<file path="src/rtl/csa_pkg.sv">
// Shared definitions for the carry-save resolver: default geometry and FSM encoding.
package csa_pkg;

  localparam int CSA_WIDTH_DEF = 32;
  localparam int CSA_CHUNK_DEF = 8;

  typedef enum logic [1:0] {
    ST_IDLE = 2'd0,
    ST_ADD  = 2'd1,
    ST_DONE = 2'd2
  } csa_state_e;

endpackage

</file>
<file path="src/rtl/chunk_adder.sv">
// CHUNK-bit ripple adder with carry in/out, reused across every chunk of the resolver.
module chunk_adder #(
  parameter int CHUNK = 8
) (
  input  logic [CHUNK-1:0] a_i,
  input  logic [CHUNK-1:0] b_i,
  input  logic             c_i,
  output logic [CHUNK-1:0] s_o,
  output logic             c_o
);

  assign {c_o, s_o} = {1'b0, a_i} + {1'b0, b_i} + {{CHUNK{1'b0}}, c_i};

endmodule

</file>
<file path="src/rtl/csa_resolver.sv">
// Resolves a redundant (sum, carry) pair into a binary result, CHUNK bits per cycle.
//   state   | meaning
//   IDLE    | ready for a new pair
//   ADD     | resolving chunk idx_q, carry held in cy_q
//   DONE    | result valid, held until out_ready
module csa_resolver
  import csa_pkg::*;
#(
  parameter int WIDTH = CSA_WIDTH_DEF,
  parameter int CHUNK = CSA_CHUNK_DEF
) (
  input  logic             clk,
  input  logic             rst_n,
  input  logic             in_valid,
  output logic             in_ready,
  input  logic [WIDTH-1:0] in_sum,
  input  logic [WIDTH-1:0] in_carry,
  output logic             out_valid,
  input  logic             out_ready,
  output logic [WIDTH-1:0] out_data,
  output logic             out_overflow
);

  localparam int N     = WIDTH / CHUNK;
  localparam int IDX_W = (N > 1) ? $clog2(N) : 1;
  localparam logic [IDX_W-1:0] LAST_IDX = IDX_W'(N - 1);

  if ((CHUNK < 1) || ((WIDTH % CHUNK) != 0)) begin : g_bad_geometry
    $error("csa_resolver: WIDTH must be a positive multiple of CHUNK");
  end

  csa_state_e       state_q, state_d;
  logic [WIDTH-1:0] sum_q, sum_d;
  logic [WIDTH-1:0] carry_q, carry_d;
  logic [WIDTH-1:0] data_q, data_d;
  logic [IDX_W-1:0] idx_q, idx_d;
  logic             cy_q, cy_d;
  logic             ovf_q, ovf_d;

  logic [CHUNK-1:0] add_a, add_b, add_s;
  logic             add_c;

  assign add_a = sum_q[int'(idx_q)*CHUNK +: CHUNK];
  assign add_b = carry_q[int'(idx_q)*CHUNK +: CHUNK];

  chunk_adder #(.CHUNK(CHUNK)) u_chunk_adder (
    .a_i (add_a),
    .b_i (add_b),
    .c_i (cy_q),
    .s_o (add_s),
    .c_o (add_c)
  );

  always_comb begin
    state_d = state_q;
    sum_d   = sum_q;
    carry_d = carry_q;
    data_d  = data_q;
    idx_d   = idx_q;
    cy_d    = cy_q;
    ovf_d   = ovf_q;
    case (state_q)
      ST_IDLE: begin
        if (in_valid) begin
          sum_d   = in_sum;
          carry_d = in_carry;
          idx_d   = '0;
          cy_d    = 1'b0;
          state_d = ST_ADD;
        end
      end
      ST_ADD: begin
        data_d[int'(idx_q)*CHUNK +: CHUNK] = add_s;
        cy_d  = add_c;
        idx_d = idx_q + IDX_W'(1);
        if (idx_q == LAST_IDX) begin
          ovf_d   = add_c;
          state_d = ST_DONE;
        end
      end
      ST_DONE: begin
        if (out_ready) state_d = ST_IDLE;
      end
      default: state_d = ST_IDLE;
    endcase
  end

  always_ff @(posedge clk or negedge rst_n) begin
    if (!rst_n) begin
      state_q <= ST_IDLE;
      sum_q   <= '0;
      carry_q <= '0;
      data_q  <= '0;
      idx_q   <= '0;
      cy_q    <= 1'b0;
      ovf_q   <= 1'b0;
    end else begin
      state_q <= state_d;
      sum_q   <= sum_d;
      carry_q <= carry_d;
      data_q  <= data_d;
      idx_q   <= idx_d;
      cy_q    <= cy_d;
      ovf_q   <= ovf_d;
    end
  end

  // Handshake outputs come straight from the state register.
  assign in_ready     = (state_q == ST_IDLE);
  assign out_valid    = (state_q == ST_DONE);
  assign out_data     = data_q;
  assign out_overflow = ovf_q;

endmodule

</file>
<file path="config.mk">
export PLATFORM = sky130hd
export DESIGN_NAME = csa_resolver
export DESIGN_NICKNAME = d
export VERILOG_FILES = /design/src/rtl/csa_pkg.sv /design/src/rtl/chunk_adder.sv /design/src/rtl/csa_resolver.sv
export SDC_FILE = /design/constraint.sdc
export NUM_CORES = 1
export LEC_CHECK = 0
export ABC_AREA = 0
export CORE_ASPECT_RATIO = 1.2
export CORE_MARGIN = 2
export CORE_UTILIZATION = 45
export CTS_CLUSTER_DIAMETER = 150
export DETAILED_ROUTE_END_ITERATION = 10
export GPL_ROUTABILITY_DRIVEN = 0
export PLACE_DENSITY = 0.69
export REMOVE_ABC_BUFFERS = 1
export SLEW_MARGIN = 20
export SYNTH_ARGS = -nofsm -noshare
export SYNTH_HDL_FRONTEND = slang
export SYNTH_SLANG_ARGS = --single-unit
</file>
<file path="constraint.sdc">
create_clock -name clk -period 6.65 [get_ports clk]
set_input_delay 1.33 -clock clk [delete_from_list [all_inputs] [get_ports clk]]
set_output_delay 1.33 -clock clk [all_outputs]
set_load 0.02 [all_outputs]
</file>
==> metrics.sh, run 1 <==
STATUS='finished clean'
YS_TOP_CELLS_BY_AREA='sky130_fd_sc_hd__dfrtp_1 (55%), sky130_fd_sc_hd__mux2_2 (16%), sky130_fd_sc_hd__mux4_2 (7.8%)'
N_ANTENNA_CELL=0
CRITICAL_PATH.ENDPOINT_TYPE='register'
CTSROOTBUFFERMASTER='sky130_fd_sc_hd__clkbuf_16'
WORSTPATHARRIVAL_NS=3.58
SEQ_AREA_FRAC_SYNTH_PCT=55.4
MAX_SLEW.WORST_PIN.SLEW_NS=0.893
SYNTH-WARNING-COUNT=0
SYNTH-EDFF-COUNT=0
POWER-PER-CELL-AREA_mW_PER_MM2=562
SETUP.WORST_PATH.CLASS='register to register'
TIMING.REG2REG.WORST_PATH_DEPTH=8
GRT.BUSIEST_LAYER='met2'
CRIT_PATH_MAX_FANOUT=21
WORST_EP_REQUIRED_TIME_NS=6.92
CRITICAL_PATH.CELL_CHAIN='mux4_2, fa_1, fa_1, a21oi_1, o21ai_0, a21oi_1, xnor2_1, a22o_1'
POST_CTS.RESIZED_INSTANCES=0
PLACEDINSTANCEAREA_MM2=0.00572
DIEAREA_MM2=0.0111
POWER.TOTAL_mW=3.38
CLKSLEWWORSTSETUPHOLDPATHS_NS=0.07
MIN_FROM='out_data[2]'
GLOBAL_ROUTING_USAGE_ON_MET3_PCT=2.29
CTS.PATH.MAX_BUFFERS=2
CRIT_PATH_MAX_INCR_DELAY_NS=0.93
DRIVE_ABOVE_1_SHARE_PCT=26.0
SYNTH_TOP_CELL_AREA_SHARE_PCT=55.4
TIMING.REG2REG.SETUP_SLACK_NS=3.34
ROUTED-VIA-COUNT=2951
FIN_AREA_MM2=0.00602
NUMBER_OF_GLOBAL_ROUTE_VIAS_BEFORE_REPAIR=3050
POST-ROUTE-PERIOD-UTIL_PCT=49.8
DRTPASS1ITERATIONS=4
NUMNETS_FINAL=498
TRITONCTS='built'
DETAILED_PLACEMENT_HPWL_UM=6890
CTS_NUM_SINKS=102
DRC_ERRORS=0
NFILLCELLS=800
PATH_TYPE_OF_THE_WORST_MIN_DELAY_PATH='register to register'
REPORT.FINAL.SLEW_VIOL_COUNT=0
SYNTHTOLAYOUTAREAGROWTH_PCT=30.8
INITIAL_ANTENNA_VIOLATION_COUNT=0
POST_CTS_HOLD_BUFFER_COUNT=0
SYN_AVG_CELL_AREA_UM2=14.8
GRT_OVERFLOW=0
PORT_BUFFERS=102
FINAL_CRITICAL_PERIOD_NS=3.31
CLK_LATENCY_NS=0.33
SYNTHMOSTINSTANTIATEDCELL='sky130_fd_sc_hd__dfrtp_1'
RELSLEWSLACK_PCT=40.5
FINALWIRELENGTH_UM=9480
DIE_HEIGHT_UM=115
POST-CTS-SETUP-BUFFER-COUNT=0
COUNT_OF_PINS_ON_THE_BLOCK_BOUNDARY=103
GRT_PASS1_WL_UM=15200
SETUP_TNS_NS=0
SYNTH_FF_TYPE='sky130_fd_sc_hd__dfrtp_1'
FLOORPLAN.ROWS=40
MAXCLOCKFREQUENCY_GHz=0.302
CRITPATHLAUNCHTYPE='register'
VIAS_PER_CELL=5.41
CTS_INSERTED_BUFFERS=9
GRT_START_MAX_NET_PINS=65
SYNTH_TOP_CELLS_BY_COUNT='sky130_fd_sc_hd__dfrtp_1 (102), sky130_fd_sc_hd__mux2_2 (64), sky130_fd_sc_hd__a22o_1 (25), sky130_fd_sc_hd__mux4_2 (16), sky130_fd_sc_hd__nand2_1 (14)'
CTS_HTREE_LEVELS=3
SYNTH_AREA_LEADER='sky130_fd_sc_hd__dfrtp_1'
POWER.LEAKAGE_nW=2.52
SLOWEST_STAGE_CELL_CP='sky130_fd_sc_hd__dfrtp_1'
REG2REG_TO='out_data[22]'
NETLIST_INSTANCES=311
HOLD_VIOL_FINAL=0
FLOORPLAN.INITIALDENSITY_PCT=46.0
HOLDPATHEND='out_data[2]'
REPORT.FINAL.SETUP_VIOL=0
GRTUSAGEMET2_PCT=31.8
FINAL_ANTENNA_NET_COUNT=0
CAP_VIOLATIONS=0
YOSYS_REGISTER_BITS=102
SYNTH_ASYNC_SR_FLOP_SHARE_PCT=100
HORIZONTAL_EXTENT_OF_THE_DIE_UM=96.3
NETLIST-CELL-TYPE-COUNT=38
TRACK_USAGE_PCT=18.2
VDD.IR_DROP.WORST_uV=213
SYNTHESIS.AREA_MM2=0.00460
RSZ0062_AT_GRT='no'
DETAIL_ROUTE.WL_PER_CELL_UM=17.4
TIMING.CLOCK.SKEW_NS=0.00726
HOLD-PATH-CELL-COUNT=2
USE_MET1_PCT=22.8
FIRST_ITER_VIOLATIONS=91
R2R_STARTPOINT='idx_q[1]'
CORE_AREA_MM2=0.0100
## state kept, by name, indices dropped and copies added (netlist names)
| name | count |
|---|---|
| out_overflow | 1 |
| carry_q | 32 |
| cy_q | 1 |
| idx_q | 2 |
| sum_q | 32 |
| out_data | 32 |
| state_q | 2 |
## per-stage QoR
stage / setup slack (ns) / hold slack, ns / cells / utilization (%)
detailed placement: 3.33 / 0.482 / 530 / 57.2
finish: 3.34 / 0.492 / 545 / 60.2
global route: 3.12 / 0.517 / 545 / 60.2
floorplan: 3.27 / 0.468 / 299 / -
global placement: 3.42 / 0.475 / 530 / 57.2
CTS: 3.29 / 0.498 / 545 / 60.2
## per-layer routing
layer / routed length (µm) / vias to the layer above / share of wire, %
met4: 129 / 0 / 1.4
met5: 0 / - / 0
met2: 5190 / 77 / 55
met3: 342 / 10 / 3.6
met1: 3820 / 1506 / 40
li1: - / 1358 / -
## cell families (layout without fill, tap and decap cells)
kind of cell | after synthesis | after routing | share of synthesized area (%)
AND/OR/NAND/NOR | 37 | 37 | 4.84
adder cells (fa/ha/maj) | 15 | 15 | 4.40
XOR/XNOR | 5 | 5 | 0.951
multiplexers | 81 | 81 | 23.7
buffers and inverters | 18 | 126 | 2.23
flip-flops | 102 | 102 | 55.4
AO/OA/AOI/OAI | 53 | 53 | 8.43
## layout make-up
cell class,instances,area (µm²),area share (%)
clock buffers,10,239,3.97
clock inverters,5,58.8,0.977
inverters,6,22.5,0.374
multi-input cells,191,1950,32.4
flip-flops and latches,102,2550,42.4
well taps,126,158,2.62
repair buffers,105,1040,17.3
## power by group
group	total (mW)	leakage, nW	switching, mW	internal, mW
clock	0.520	0.141	0.219	0.300
sequential	1.07	1.27	0.169	0.899
combinational	1.79	1.11	0.925	0.868
total	3.38	2.52	1.31	2.07
## how the worst max path moves through the flow
stage / start / endpoint / slack (ns) / depth (start not counted)
floorplan: in_valid / carry_q[0] / 3.27 / 2
global placement: idx_q[1] / out_data[6] / 3.42 / 8
detailed placement: idx_q[1] / out_data[22] / 3.33 / 8
CTS: idx_q[1] / out_data[22] / 3.29 / 8
global route: idx_q[1] / out_data[22] / 3.12 / 8
finish: idx_q[1] / out_data[22] / 3.34 / 8
## layout by cell type, fill, tap and decap left out, types with 3 or more instances in the layout
master                              n
sky130_fd_sc_hd__ha_1              13
sky130_fd_sc_hd__clkdlybuf4s50_1  101
sky130_fd_sc_hd__inv_1              6
sky130_fd_sc_hd__nand2_1           14
sky130_fd_sc_hd__dfrtp_1          102
sky130_fd_sc_hd__o21ai_1            4
sky130_fd_sc_hd__a21oi_1            6
sky130_fd_sc_hd__clkbuf_16          9
sky130_fd_sc_hd__o21ai_0           11
sky130_fd_sc_hd__buf_4              4
sky130_fd_sc_hd__mux2_2            64
sky130_fd_sc_hd__nand2b_1           3
sky130_fd_sc_hd__a22o_1            25
sky130_fd_sc_hd__nand2_2            3
sky130_fd_sc_hd__nor2_1             5
sky130_fd_sc_hd__xnor2_1            4
sky130_fd_sc_hd__mux4_2            16
## worst max-delay path: cells and delay by family (launching register included)
family          cells  cell delay, ns
flops               1            0.93
mux                 1            0.43
xor+xnor            1            0.22
compound gates      4            0.74
fa+ha+maj           2            0.93
Power figures use the tool's default switching activity.
==> run 2: changes to the inputs <==
--- a/config.mk
+++ b/config.mk
@@ -12,7 +12,7 @@
 export CTS_CLUSTER_DIAMETER = 150
 export DETAILED_ROUTE_END_ITERATION = 10
 export GPL_ROUTABILITY_DRIVEN = 0
-export PLACE_DENSITY = 0.69
+export PLACE_DENSITY = 0.71
 export REMOVE_ABC_BUFFERS = 1
 export SLEW_MARGIN = 20
 export SYNTH_ARGS = -nofsm -noshare
==> constraint.sdc (replaced) <==
create_clock -name clk -period 2.9 [get_ports clk]
set_input_delay 0.58 -clock clk [delete_from_list [all_inputs] [get_ports clk]]
set_output_delay 0.58 -clock clk [all_outputs]
set_load 0.02 [all_outputs]
==> run 2 against run 1 <==
  * Worst hold slack lost 0.24 ns
  * Clock power grew 130%
  * Setup slack lost 3.2 ns
  * Critical path type unchanged
==> metrics.sh, run 2 (same netlist as run 1, synthesis figures left out) <==
STATUS='finished clean'
TRACK_USAGE_PCT=18.2
TIMING.HOLD.WS_NS=0.257
CLK_LATENCY_NS=0.34
CTS.PATH.MAX_BUFFERS=2
FINALWIRELENGTH_UM=9430
HORIZONTAL_EXTENT_OF_THE_DIE_UM=96.3
DRC_ERRORS=0
FIN_AREA_MM2=0.00608
POWER_SWITCHING_mW=3.07
DIE_HEIGHT_UM=115
POWER.SHARE.CLOCK_PCT=14.8
MULTI_INPUT_AREA_MM2=0.00196
COUNT_OF_PINS_ON_THE_BLOCK_BOUNDARY=103
PLACEDINSTANCEAREA_MM2=0.00576
TIMING.CLOCK.SKEW_NS=0.00948
FIRST_ITER_VIOLATIONS=127
MOSTFREQUENTLAYOUTCELLS='sky130_fd_sc_hd__dfrtp_1 (101), sky130_fd_sc_hd__clkdlybuf4s50_1 (101), sky130_fd_sc_hd__mux2_2 (64)'
CRITICAL_PATH.ENDPOINT_TYPE='register'
DRIVE_ABOVE_1_SHARE_PCT=27.3
POST-ROUTE-WORST-SETUP-SLACK_NS=0.151
N_ANTENNA_CELL=0
GRT_START_MAX_NET_PINS=65
WORSTPATHARRIVAL_NS=3.02
NUMNETS_FINAL=501
CLKSLEWWORSTSETUPHOLDPATHS_NS=0.07
MAX_SLEW.WORST_PIN.SLEW_NS=0.644
CRIT_BUF_INV=0
WORST_EP_REQUIRED_TIME_NS=3.17
FINAL_ANTENNA_NET_COUNT=0
VIAS_PER_CELL=5.36
HOLD_VIOL_FINAL=0
VDD.IR_DROP.WORST_uV=654
SETUP.WORST_PATH.CLASS='register to register'
POWER-PER-CELL-AREA_mW_PER_MM2=1300
FINAL_CRITICAL_PERIOD_NS=2.75
NFILLCELLS=814
CRITPATHLAUNCHTYPE='register'
PATH_TYPE_OF_THE_WORST_MIN_DELAY_PATH='input port to async pin'
CTS_NUM_SINKS=102
ROUTED-VIA-COUNT=2935
SWITCHING_SHARE_PCT=38.8
REPORT.FINAL.SLEW_VIOL_COUNT=0
MAXCLOCKFREQUENCY_GHz=0.364
SYNTHTOLAYOUTAREAGROWTH_PCT=32.2
DRTPASS1ITERATIONS=4
CTSROOTBUFFERMASTER='sky130_fd_sc_hd__clkbuf_16'
RELSLEWSLACK_PCT=57.1
SETUP_TNS_NS=0
POWER.LEAKAGE_nW=2.54
INTERNAL-POWER_mW=4.85
TRITONCTS='built'
DP_WORST_SETUP_SLACK_NS=-0.0366
GRT_PASS1_WL_UM=15200
CRIT_PATH_MAX_FANOUT=4
INITIAL_ANTENNA_VIOLATION_COUNT=0
COMBINED_FLIP_FLOP_AND_LATCH_CELL_AREA_MM2=0.00255
DETAIL_ROUTE.WL_PER_CELL_UM=17.2
RSZ0062_AT_GRT='no'
CP_TOP_FAMILY='adder cells'
CORE_AREA_MM2=0.0100
CRITICAL_PATH.CELL_CHAIN='mux4_2, fa_2, fa_1, a21oi_2, o21ai_1, a21oi_2, xnor2_1, a22o_1'
DETAILED_PLACEMENT_HPWL_UM=6820
SLOWEST_STAGE_CELL_CP='sky130_fd_sc_hd__mux4_2'
CTS_HTREE_LEVELS=3
DIEAREA_MM2=0.0111
COMBINATIONALPOWERSHARE_PCT=54.7
CRIT_PATH_MAX_INCR_DELAY_NS=0.53
FLOORPLAN.INITIALDENSITY_PCT=46.0
FLOORPLAN.ROWS=40
POST-ROUTE-PERIOD-UTIL_PCT=94.8
TIMING.CRITICAL_PATH.MODE_CELL='sky130_fd_sc_hd__a21oi_2'
REPORT.FINAL.SETUP_VIOL=0
GRT_OVERFLOW=0
CAP_VIOLATIONS=0
NUMBER_OF_GLOBAL_ROUTE_VIAS_BEFORE_REPAIR=2980
SEQUENTIALPOWERSHARE_PCT=30.5
PORT_BUFFERS=102
CTS_INSERTED_BUFFERS=9
## run 2: cell types whose count changed in the layout (fill, tap and decap cells not counted), sizes merged
cell / before / now
clkinv: 1 / 2
buf: 4 / 7
clkinvlp: 2 / 1
## run 2: repair_timing
| action | in CTS | in global routing |
|---|---|---|
| setup endpoints to repair | 10 | 10 |
| hold buffers | 0 | 0 |
| pin swaps | 0 | 2 |
| endpoints found under the hold margin | 0 | 0 |
| gates resized for setup | 3 | 5 |
| buffers inserted | 0 | 1 |
## run 2: layout make-up
cell class | count | share of cell area (%)
inverter | 6 | 0.370
sequential | 102 | 42.0
multi-input combinational | 191 | 32.2
clock inverter | 5 | 0.987
tap | 126 | 2.59
clock buffer | 10 | 3.76
timing repair buffer | 108 | 18.1
## run 2: final timing paths
kind                                      to  slack [ns]  depth (start not counted)        start
worst max-delay path            out_data[14]        0.15                          8     idx_q[0]
worst min-delay path                sum_q[5]        0.26                          1        rst_n
worst max register to register  out_data[14]        0.15                          8     idx_q[0]
worst min register to register   out_data[2]        0.48                          2  out_data[2]
max in group asynchronous           idx_q[0]        1.93                          2        rst_n
min in group clk                 out_data[2]        0.48                          2  out_data[2]
## run 2: power groups by stage
stage	logic (mW)	clock network [mW]	registers, mW
6_report	4.33	1.17	2.42
5_1_grt	4.76	1.26	2.50
4_1_cts	4.22	1.20	2.42
3_5_place_dp	4.17	0	2.44
3_3_place_gp	4.08	0	2.41
2_1_floorplan	2.78	0	2.58
## run 2: metal layers
metal / vias up / track usage [%] / wire length [µm]
met5: - / 0 / 0
met4: 0 / 6.20 / 138
met3: 10 / 3.41 / 450
met2: 84 / 30.0 / 4800
met1: 1476 / 24.3 / 4040
li1: 1365 / - / -
## run 2: metrics by stage
stage | instances | utilization, % | power [mW]
finish | 548 | 60.8 | 7.92
detailed placement | 532 | 57.6 | 6.62
CTS | 547 | 60.5 | 7.84
floorplan | 299 | - | 5.36
global placement | 532 | 57.6 | 6.50
global route | 548 | 60.8 | 8.51
## run 2: worst register-to-register path, stage by stage, from the launching register on
cell and delay (ns):
sky130_fd_sc_hd__dfrtp_2 0.43, sky130_fd_sc_hd__mux4_2 0.53, sky130_fd_sc_hd__fa_2 0.41, sky130_fd_sc_hd__fa_1 0.42, sky130_fd_sc_hd__a21oi_2 0.17, sky130_fd_sc_hd__o21ai_1 0.12
sky130_fd_sc_hd__a21oi_2 0.15, sky130_fd_sc_hd__xnor2_1 0.22, sky130_fd_sc_hd__a22o_1 0.20
